--- src/rtl/enc_dec_pkg.sv ---
// enc_dec_pkg: shared widths and FSM encoding for the encoder/decoder family.
package enc_dec_pkg;
    localparam int N_REQ  = 4;
    localparam int CODE_W = 2;
    localparam logic [0:0] IDLE  = 1'b0;
    localparam logic [0:0] DRAIN = 1'b1;
endpackage

--- src/rtl/prio_enc4.sv ---
// prio_enc4: combinational 4->2 priority encoder with selectable priority order.
module prio_enc4
    import enc_dec_pkg::*;
#(
    parameter bit HI_FIRST = 1'b1
) (
    input  logic [N_REQ-1:0]  d,
    output logic [CODE_W-1:0] i,
    output logic              any
);
    always_comb begin
        i = HI_FIRST ? (d[3] ? 2'd3 : d[2] ? 2'd2 : d[1] ? 2'd1 : 2'd0)
                     : (d[0] ? 2'd0 : d[1] ? 2'd1 : d[2] ? 2'd2 : d[3] ? 2'd3 : 2'd0);
        any = |d;
    end
endmodule

--- src/rtl/seq_encoder_4x2.sv ---
// seq_encoder_4x2: pending-request register drained one index per transfer
// in priority order, with a held index during consumer backpressure.
module seq_encoder_4x2
    import enc_dec_pkg::*;
#(
    parameter bit HI_FIRST = 1'b1
) (
    input  logic              clk,
    input  logic              rst_n,
    input  logic              en,
    input  logic [N_REQ-1:0]  d,
    input  logic              load,
    input  logic              clr,
    output logic [CODE_W-1:0] i,
    output logic              valid,
    input  logic              ready,
    output logic [2:0]        count
);
    logic [N_REQ-1:0]  pend, pend_nxt, consumed;
    logic [0:0]        state;
    logic [CODE_W-1:0] enc, held;
    logic              any, locked, armed, act, xfer, stall;

    prio_enc4 #(.HI_FIRST(HI_FIRST)) u_enc (.d(pend), .i(enc), .any(any));

    // Once an index has been presented and stalled, it is frozen until taken.
    assign valid = en && any && (state == DRAIN);
    assign i     = valid ? (locked ? held : enc) : '0;
    assign xfer  = valid && ready;
    assign stall = valid && !ready;
    assign act   = en && armed;
    assign count = 3'(pend[0]) + 3'(pend[1]) + 3'(pend[2]) + 3'(pend[3]);

    always_comb begin
        consumed = xfer ? (N_REQ'(1) << i) : '0;
        pend_nxt = clr ? '0 : (pend & ~consumed) | (load ? d : '0);
    end

    // armed keeps the first edge after reset release from sampling inputs.
    always_ff @(posedge clk or negedge rst_n) begin
        if (!rst_n) begin
            pend   <= '0;
            state  <= IDLE;
            locked <= 1'b0;
            held   <= '0;
            armed  <= 1'b0;
        end else begin
            armed <= 1'b1;
            if (act) begin
                pend   <= pend_nxt;
                state  <= (pend_nxt != '0) ? DRAIN : IDLE;
                locked <= !clr && stall;
                if (stall) held <= i;
            end
        end
    end
endmodule
--- config.mk ---
export PLATFORM = sky130hd
export DESIGN_NAME = seq_encoder_4x2
export DESIGN_NICKNAME = d
export VERILOG_FILES = /design/src/rtl/enc_dec_pkg.sv /design/src/rtl/prio_enc4.sv /design/src/rtl/seq_encoder_4x2.sv
export SDC_FILE = /design/constraint.sdc
export NUM_CORES = 1
export LEC_CHECK = 0
export CORE_MARGIN = 1
export CORE_UTILIZATION = 25
export CTS_CLUSTER_DIAMETER = 120
export DETAILED_ROUTE_END_ITERATION = 6
export PLACE_DENSITY_LB_ADDON = 0.3
export SKIP_LAST_GASP = 1
export SYNTH_ARGS = -nofsm -noshare
export SYNTH_HDL_FRONTEND = slang
export SYNTH_SLANG_ARGS = --single-unit
--- constraint.sdc ---
create_clock -name clk -period 2.75 [get_ports clk]
set_clock_uncertainty 0.2 [all_clocks]
set_input_delay 0.55 -clock clk [delete_from_list [all_inputs] [get_ports clk]]
set_output_delay 0.55 -clock clk [all_outputs]
set_load 0.01 [all_outputs]
==> flow_summary.ini, run 1 <==
[clock_tree]
cts-htree-levels = 1
cts_buffers = 3
cts.path.max_buffers = 2
cts_tree = built
clkLatencyLatePin_ns = 0.27
clk_transition_reported_paths_ns = 0.07
clkSinkCount = 9
cts-root-buf = sky130_fd_sc_hd__clkbuf_4
cts.hold.buffers_added = 0

[yosys]
syn-cell-area_sq_um = 614.3
synth_mux_area_share_pct = 7.128
top_area_cells_in_the_synthesized_netlist = sky130_fd_sc_hd__dfrtp_1 (37%), sky130_fd_sc_hd__ha_1 (6.1%), sky130_fd_sc_hd__mux2_2 (5.5%)
largest_family_of_logic_cells_by_synthesized_area = compound AO/OA/AOI/OAI gates
syn-mean-instance-area_sq_um = 9.599
yosys_warnings = 0
synth_cell_types = 28
synth.top_cell.area_share_pct = 36.66
post_synth_fa_ha_maj_area_fraction_pct = 9.369
ys_ff_latch = 9
syn-instance-count = 64
area_share_of_and_or_nand_nor_cells_after_synthesis_pct = 18.53
synth-compound-area-share_pct = 22.81
synth_top_cell_by_area = sky130_fd_sc_hd__dfrtp_1
seq_area_frac_synth_pct = 36.66
synth_xor_xnor_area_share_pct = 0
mappedNetlistNets = 78

[routing]
routed_via_density = 4.761
first_iter_violations = 13
count_of_vias_placed_by_the_detailed_router = 538
drc_errors = 0
wire_per_inst_um = 12.58
drtAntennaViolNets = 0
routed_wirelength_mm = 1.421
drt_first_pass_iters = 4

[global_route]
grt_max_degree = 11
grt_antenna_before_repair = 0
first_pass_grt_wire_length_mm = 2.380
grt-ovfl-total = 0
groute.usage.overall_pct = 12.50
number_of_global_route_vias_before_repair = 540

[sta]
final_hold_violation_count = 0
report.final.setup_viol = 0
setup_tns_ns = 0
timing.final.crit_share_pct = 96.00
worst-slew-pin-transition_ns = 0.5199
worst_hold_margin_ns = 0.3203
rsz0062_at_grt = no
max_freq_mhz = 378.8
layout_setup_ws_ns = 0.1101
timing.final.max_slew_violations = 0
post-route-min-period_ns = 2.640
slew_headroom_pct = 65.04

[floorplan]
fp.dieH_um = 51.57
design.die.area_sq_um = 2659
rows = 17
placeableCoreArea_sq_um = 2255
floorplan.initialDensity_pct = 27.25
dieWidth_um = 51.57
num_io_pins = 16

[worst_setup_path]
r2r-start = pend[2]
critical_path.max_fanout = 3
critical_path.startpoint_type = flip-flop
number_of_cells_on_the_worst_reg_to_reg_path = 5
r2r_slack_ns = 0.54
path_class = flip-flop to output port
cp.required_ns = 2.00
end_kind = output port
worstReg2RegEnd = state
critical_path_arrival_ns = 1.89

[placed_design]
place_area_sq_um = 810.8
half_perimeter_wire_length_after_placement_mm = 1.155
placement.io_buffers = 15
finalWeightedCongestion = 0.7970
place_worst_setup_slack_ns = 0.03447

[status]
status = finished clean

[finish]
nFillCells = 248
insertedDiodeCount = 0
layout.nets = 100
finish.instance_area_sq_um = 838.3
drive_above_1_share_pct = 17.65
layout-area-overhead-vs-synth_pct = 36.46

[hold_path]
terminating_pin_of_the_worst_hold_path = held[0]
hold_path_class = flip-flop to flip-flop
hold-path-cell-count = 1
min_from = held[0]

[pwr]
power_per_cell_area_nw_per_um2 = 560.5
vdd.ir_drop.worst_mv = 0.2531
leakage_nw = 0.3833

[flow_run]
max_cap_violations = 0
per-layer routing:
layer	vias up	wire length, um	global-route usage (%)
met2	12	648	19.91
met5	-	0	0
met1	252	695	16.19
met3	5	35	0.8772
met4	0	42	8.108
li1	269	-	-
registers in the layout, indices dropped and copies added, names as in the netlist:
name,cells
held,2
armed,1
pend,4
locked,1
state,1
cell usage after synthesis:
cell                       instances
sky130_fd_sc_hd__dfrtp_1           9
sky130_fd_sc_hd__mux2i_1           1
sky130_fd_sc_hd__nor2b_1           1
sky130_fd_sc_hd__nand2_1           7
sky130_fd_sc_hd__or3b_1            1
sky130_fd_sc_hd__ha_1              3
sky130_fd_sc_hd__a221o_1           1
sky130_fd_sc_hd__o21ai_0           1
sky130_fd_sc_hd__a21oi_1           4
sky130_fd_sc_hd__conb_1            1
sky130_fd_sc_hd__o41ai_4           1
sky130_fd_sc_hd__mux2_2            3
sky130_fd_sc_hd__o41a_1            1
sky130_fd_sc_hd__or3_1             1
sky130_fd_sc_hd__inv_1             7
sky130_fd_sc_hd__a211oi_2          1
sky130_fd_sc_hd__nor2_1            4
sky130_fd_sc_hd__o31a_1            1
sky130_fd_sc_hd__o41ai_1           2
sky130_fd_sc_hd__clkbuf_1          1
sky130_fd_sc_hd__nand3_1           2
sky130_fd_sc_hd__nand2b_1          2
sky130_fd_sc_hd__fa_1              1
sky130_fd_sc_hd__o21ai_1           1
sky130_fd_sc_hd__and2_1            1
sky130_fd_sc_hd__nor3_1            1
sky130_fd_sc_hd__o31ai_1           3
sky130_fd_sc_hd__or2b_2            2
worst max-delay path: stages (launching register included):
cell and delay, ns:
sky130_fd_sc_hd__dfrtp_1 0.36, sky130_fd_sc_hd__inv_1 0.08, sky130_fd_sc_hd__fa_1 0.53, sky130_fd_sc_hd__inv_1 0.04
sky130_fd_sc_hd__ha_1 0.17, sky130_fd_sc_hd__ha_1 0.17, sky130_fd_sc_hd__dlygate4sd2_1 0.28
stage by stage:
stage | utilization [%] | cells | total power [mW]
after CTS | 37.35 | 113 | 0.4741
after detailed placement | 35.96 | 108 | 0.3733
after global placement | 35.96 | 108 | 0.3692
after floorplan | - | 64 | 0.2914
final | 37.18 | 113 | 0.4699
after global routing | 37.18 | 113 | 0.5035
cells by family (layout without fill, tap and decap cells):
group           count (synthesis)  count (layout)
simple gates                   22              22
compound gates                 16              16
flops                           9               9
buf+inv                         8              29
fa+ha+maj                       4               4
mux                             4               4
other cells                     1               1
placed cells by master, fill, tap and decap left out, types with 4 or more instances in the layout:
cell type and count:
sky130_fd_sc_hd__clkdlybuf4s50_1 9, sky130_fd_sc_hd__nand2_1 7, sky130_fd_sc_hd__nor2_1 4, sky130_fd_sc_hd__inv_1 7, sky130_fd_sc_hd__dfrtp_1 9, sky130_fd_sc_hd__dlygate4sd2_1 5
sky130_fd_sc_hd__a21oi_1 4
worst max path at each step:
stage | from | endpoint | slack [ns] | cells after the start
floorplan | pend[3] | count[1] | 0.55 | 5
global placement | pend[1] | count[1] | 0.09 | 6
detailed placement | pend[1] | count[1] | 0.03 | 6
CTS | pend[0] | count[1] | -0.006 | 6
global route | pend[0] | count[2] | 0.02 | 6
finish | pend[0] | count[2] | 0.11 | 6
what timing repair did:
action | in CTS | in global routing
pin swaps | 0 | 0
gates cloned | 0 | 0
gates resized for setup | 7 | 2
setup endpoints to repair | 6 | 1
setup buffers | 1 | 0
final cells by class:
type	count	area, sq um	share of cell area (%)
Sequential cell	9	225.2	26.87
Clock buffer	4	26.28	3.134
Multi-Input combinational cell	47	364.1	43.43
Tap cell	28	35.03	4.179
Inverter	7	26.28	3.134
Timing Repair Buffer	18	161.4	19.25
where the power goes:
group | internal, mW | leakage (nW) | switching [mW]
combinational | 0.0859 | 0.255 | 0.0970
sequential | 0.159 | 0.114 | 0.0180
clock | 0.0562 | 0.0150 | 0.0538
total | 0.301 | 0.383 | 0.169
(Power assumes the default switching activity.)
==> run 2: changes to the inputs <==
CORE_MARGIN = 2   (was 1)
CTS_CLUSTER_SIZE = 8   (was unset)
SYNTH_HIERARCHICAL = 1   (was unset)
==> run 2 against run 1 <==
Effect of this change:
- sequential cell count is the same
- final cell count increased by 0.88%
- critical path depth is the same
- sequential share of layout area up 0.12 points
- non-clock buffer count grew 3
- largest cell class unchanged
- total power shrank 2.3%
==> flow_summary.ini, run 2 <==
[status]
status = finished clean

[routing]
met1Wirelength_um = 551
drc_errors = 0
first_iter_violations = 5
drtAntennaViolNets = 0
routed_wirelength_mm = 1.257
count_of_vias_placed_by_the_detailed_router = 505
top_layer_used = met3
detailroute.wirelength.met2_um = 659
routed_via_density = 4.430
drt_first_pass_iters = 2
met3_layer_wire_length_in_the_routed_design_um = 47
wire_per_inst_um = 11.03

[finish]
nFillCells = 224
insertedDiodeCount = 0
layout.nets = 100
largest_register = pend
largest_register_ff_count = 4
drive_above_1_share_pct = 19.77
largest_registers = pend: 4 flops, held: 2 flops
stdcell_count = 114
mostFrequentLayoutCells = sky130_fd_sc_hd__inv_1 (9), sky130_fd_sc_hd__dfrtp_1 (9), sky130_fd_sc_hd__clkdlybuf4s50_1 (9)
layout.core_utilization_pct = 38.09
layout-area-overhead-vs-synth_pct = 44.06

[yosys]
syn-mean-instance-area_sq_um = 9.497
synthFlopType = sky130_fd_sc_hd__dfrtp_1
number_of_enable_type_register_cells_in_the_synthesized_netlist = 0
leading_post_synthesis_cells_by_instance_count = sky130_fd_sc_hd__dfrtp_1 (9), sky130_fd_sc_hd__inv_1 (9), sky130_fd_sc_hd__nand2_1 (7)
largest_family_of_logic_cells_by_synthesized_area = compound AO/OA/AOI/OAI gates
syn-cell-area_sq_um = 579.3
synth_cell_types = 21
post_synth_fa_ha_maj_area_fraction_pct = 7.775
ys_ff_latch = 9
mappedNetlistNets = 74
area_share_of_and_or_nand_nor_cells_after_synthesis_pct = 13.17
seq_area_frac_synth_pct = 38.88
synth_top_cell_by_area = sky130_fd_sc_hd__dfrtp_1
synth_xor_xnor_area_share_pct = 0
syn-instance-count = 61
top_area_cells_in_the_synthesized_netlist = sky130_fd_sc_hd__dfrtp_1 (39%), sky130_fd_sc_hd__mux2_2 (7.8%), sky130_fd_sc_hd__inv_1 (5.8%)
async_flop_share_pct = 100.0
yosys_warnings = 6
synth_mux_area_share_pct = 11.23
synth-compound-area-share_pct = 22.46
synth.top_cell.area_share_pct = 38.88

[clock_tree]
clkSinkCount = 9
clkLatencyLatePin_ns = 0.25
cts-htree-levels = 1
clk_transition_reported_paths_ns = 0.06
cts_buffers = 3
cts-root-buf = sky130_fd_sc_hd__clkbuf_4
cts.path.max_buffers = 2
cts_tree = built
cts.hold.buffers_added = 0

[placed_design]
half_perimeter_wire_length_after_placement_mm = 1.096
finalWeightedCongestion = 0.7514
placement.io_buffers = 15
placed_cells = 110

[floorplan]
dieWidth_um = 52.14
rows = 17
design.die.area_sq_um = 2718
placeableCoreArea_sq_um = 2191
fp.dieH_um = 52.14
num_io_pins = 16
floorplan.initialDensity_pct = 26.44

[hold_path]
hold-path-cell-count = 1
hold_path_class = flip-flop to flip-flop

[pwr]
power_per_cell_area_nw_per_um2 = 550.2
vdd.ir_drop.worst_mv = 0.2469
combinationalPowerShare_pct = 39.9
report.power.total_mw = 0.4592
internal-power_mw = 0.3103
total_switching_power_mw = 0.1489
clockPowerShare_pct = 21.4
power_frac_seq_pct = 38.7
switching_share_pct = 32.43
leakage_nw = 0.4087

[worst_setup_path]
number_of_cells_on_the_worst_reg_to_reg_path = 8
critPathSlowestCell = sky130_fd_sc_hd__fa_1
critical_path.startpoint_type = flip-flop
end_kind = output port
critical_path.max_fanout = 2
critical_path_arrival_ns = 1.87
critPathMaxStageDelay_ns = 0.52
path_class = flip-flop to output port
cp.required_ns = 2.00
worstPathCellList = inv_1 -> fa_1 -> inv_1 -> ha_1 -> ha_1 -> clkdlybuf4s15_1

[sta]
setup_tns_ns = 0
timing.final.crit_share_pct = 95.15
rsz0062_at_grt = no
worst_hold_margin_ns = 0.3185
post-route-min-period_ns = 2.617
max_freq_mhz = 382.2
final_hold_violation_count = 0
timing.final.max_slew_violations = 0
report.final.setup_viol = 0

[global_route]
grt-ovfl-total = 0
grt_max_degree = 10
grt_antenna_before_repair = 0
first_pass_grt_wire_length_mm = 2.201
number_of_global_route_vias_before_repair = 496
groute.usage.overall_pct = 11.18

[flow_run]
max_cap_violations = 0
==> run 2: final cells by class <==
cell class / instances / area [sq um] / share of cell area (%)
clock buffers: 4 / 26.28 / 3.148
inverters: 9 / 33.78 / 4.048
multi-input cells: 43 / 325.3 / 38.98
flip-flops and latches: 9 / 225.2 / 26.99
well taps: 28 / 35.03 / 4.198
repair buffers: 21 / 188.9 / 22.64
==> run 2: worst paths after layout <==
| kind | from | to | slack [ns] |
|---|---|---|---|
| max | pend[0] | count[1] | 0.13 |
| min reg2reg | held[1] | held[1] | 0.32 |
| min in group asynchronous | rst_n | held[0] | 0.40 |
| max reg2reg | pend[3] | state | 0.53 |
| min | held[1] | held[1] | 0.32 |
| max in group asynchronous | rst_n | pend[0] | 1.65 |
==> run 2: per-stage QoR <==
step	area [sq um]	setup slack, ns
6_report	834.6	0.1333
5_1_grt	834.6	0.03518
4_1_cts	833.3	0.06093
3_5_place_dp	809.5	0.07952
3_3_place_gp	809.5	0.1063
2_1_floorplan	579.3	0.5604
==> run 2: logic make-up (layout without fill, tap and decap cells) <==
logic type / after synthesis / after routing
other: 1 / 1
AND/OR/NAND/NOR: 16 / 16
multiplexers: 6 / 6
flip-flops: 9 / 9
AO/OA/AOI/OAI: 17 / 17
adder cells (fa/ha/maj): 3 / 3
buffers and inverters: 9 / 34
==> run 2: critical path, delay by kind of cell, from the launching register on <==
kind | cells | cell delay [ns]
fa+ha+maj | 3 | 0.95
buf+inv | 3 | 0.33
flops | 1 | 0.34
==> run 2: power groups by stage <==
stage	clock network [mW]	registers [mW]	logic, mW
2_1_floorplan	0	0.177	0.109
3_3_place_gp	0	0.179	0.196
3_5_place_dp	0	0.180	0.198
4_1_cts	0.104	0.178	0.186
5_1_grt	0.111	0.182	0.206
6_report	0.0981	0.178	0.183
==> run 2: layer usage <==
layer  vias up  global-route usage (%)
met5         -                       0
met1       234                   13.78
met4         0                   1.282
met3         0                   5.172
met2         5                   18.35
li1        266                       -
==> run 2: repair_timing <==
item / CTS / global route
endpoints found under the setup margin: 6 / 1
resized for setup: 7 / 1
hold endpoints to repair: 0 / 0
buffers inserted: 0 / 0
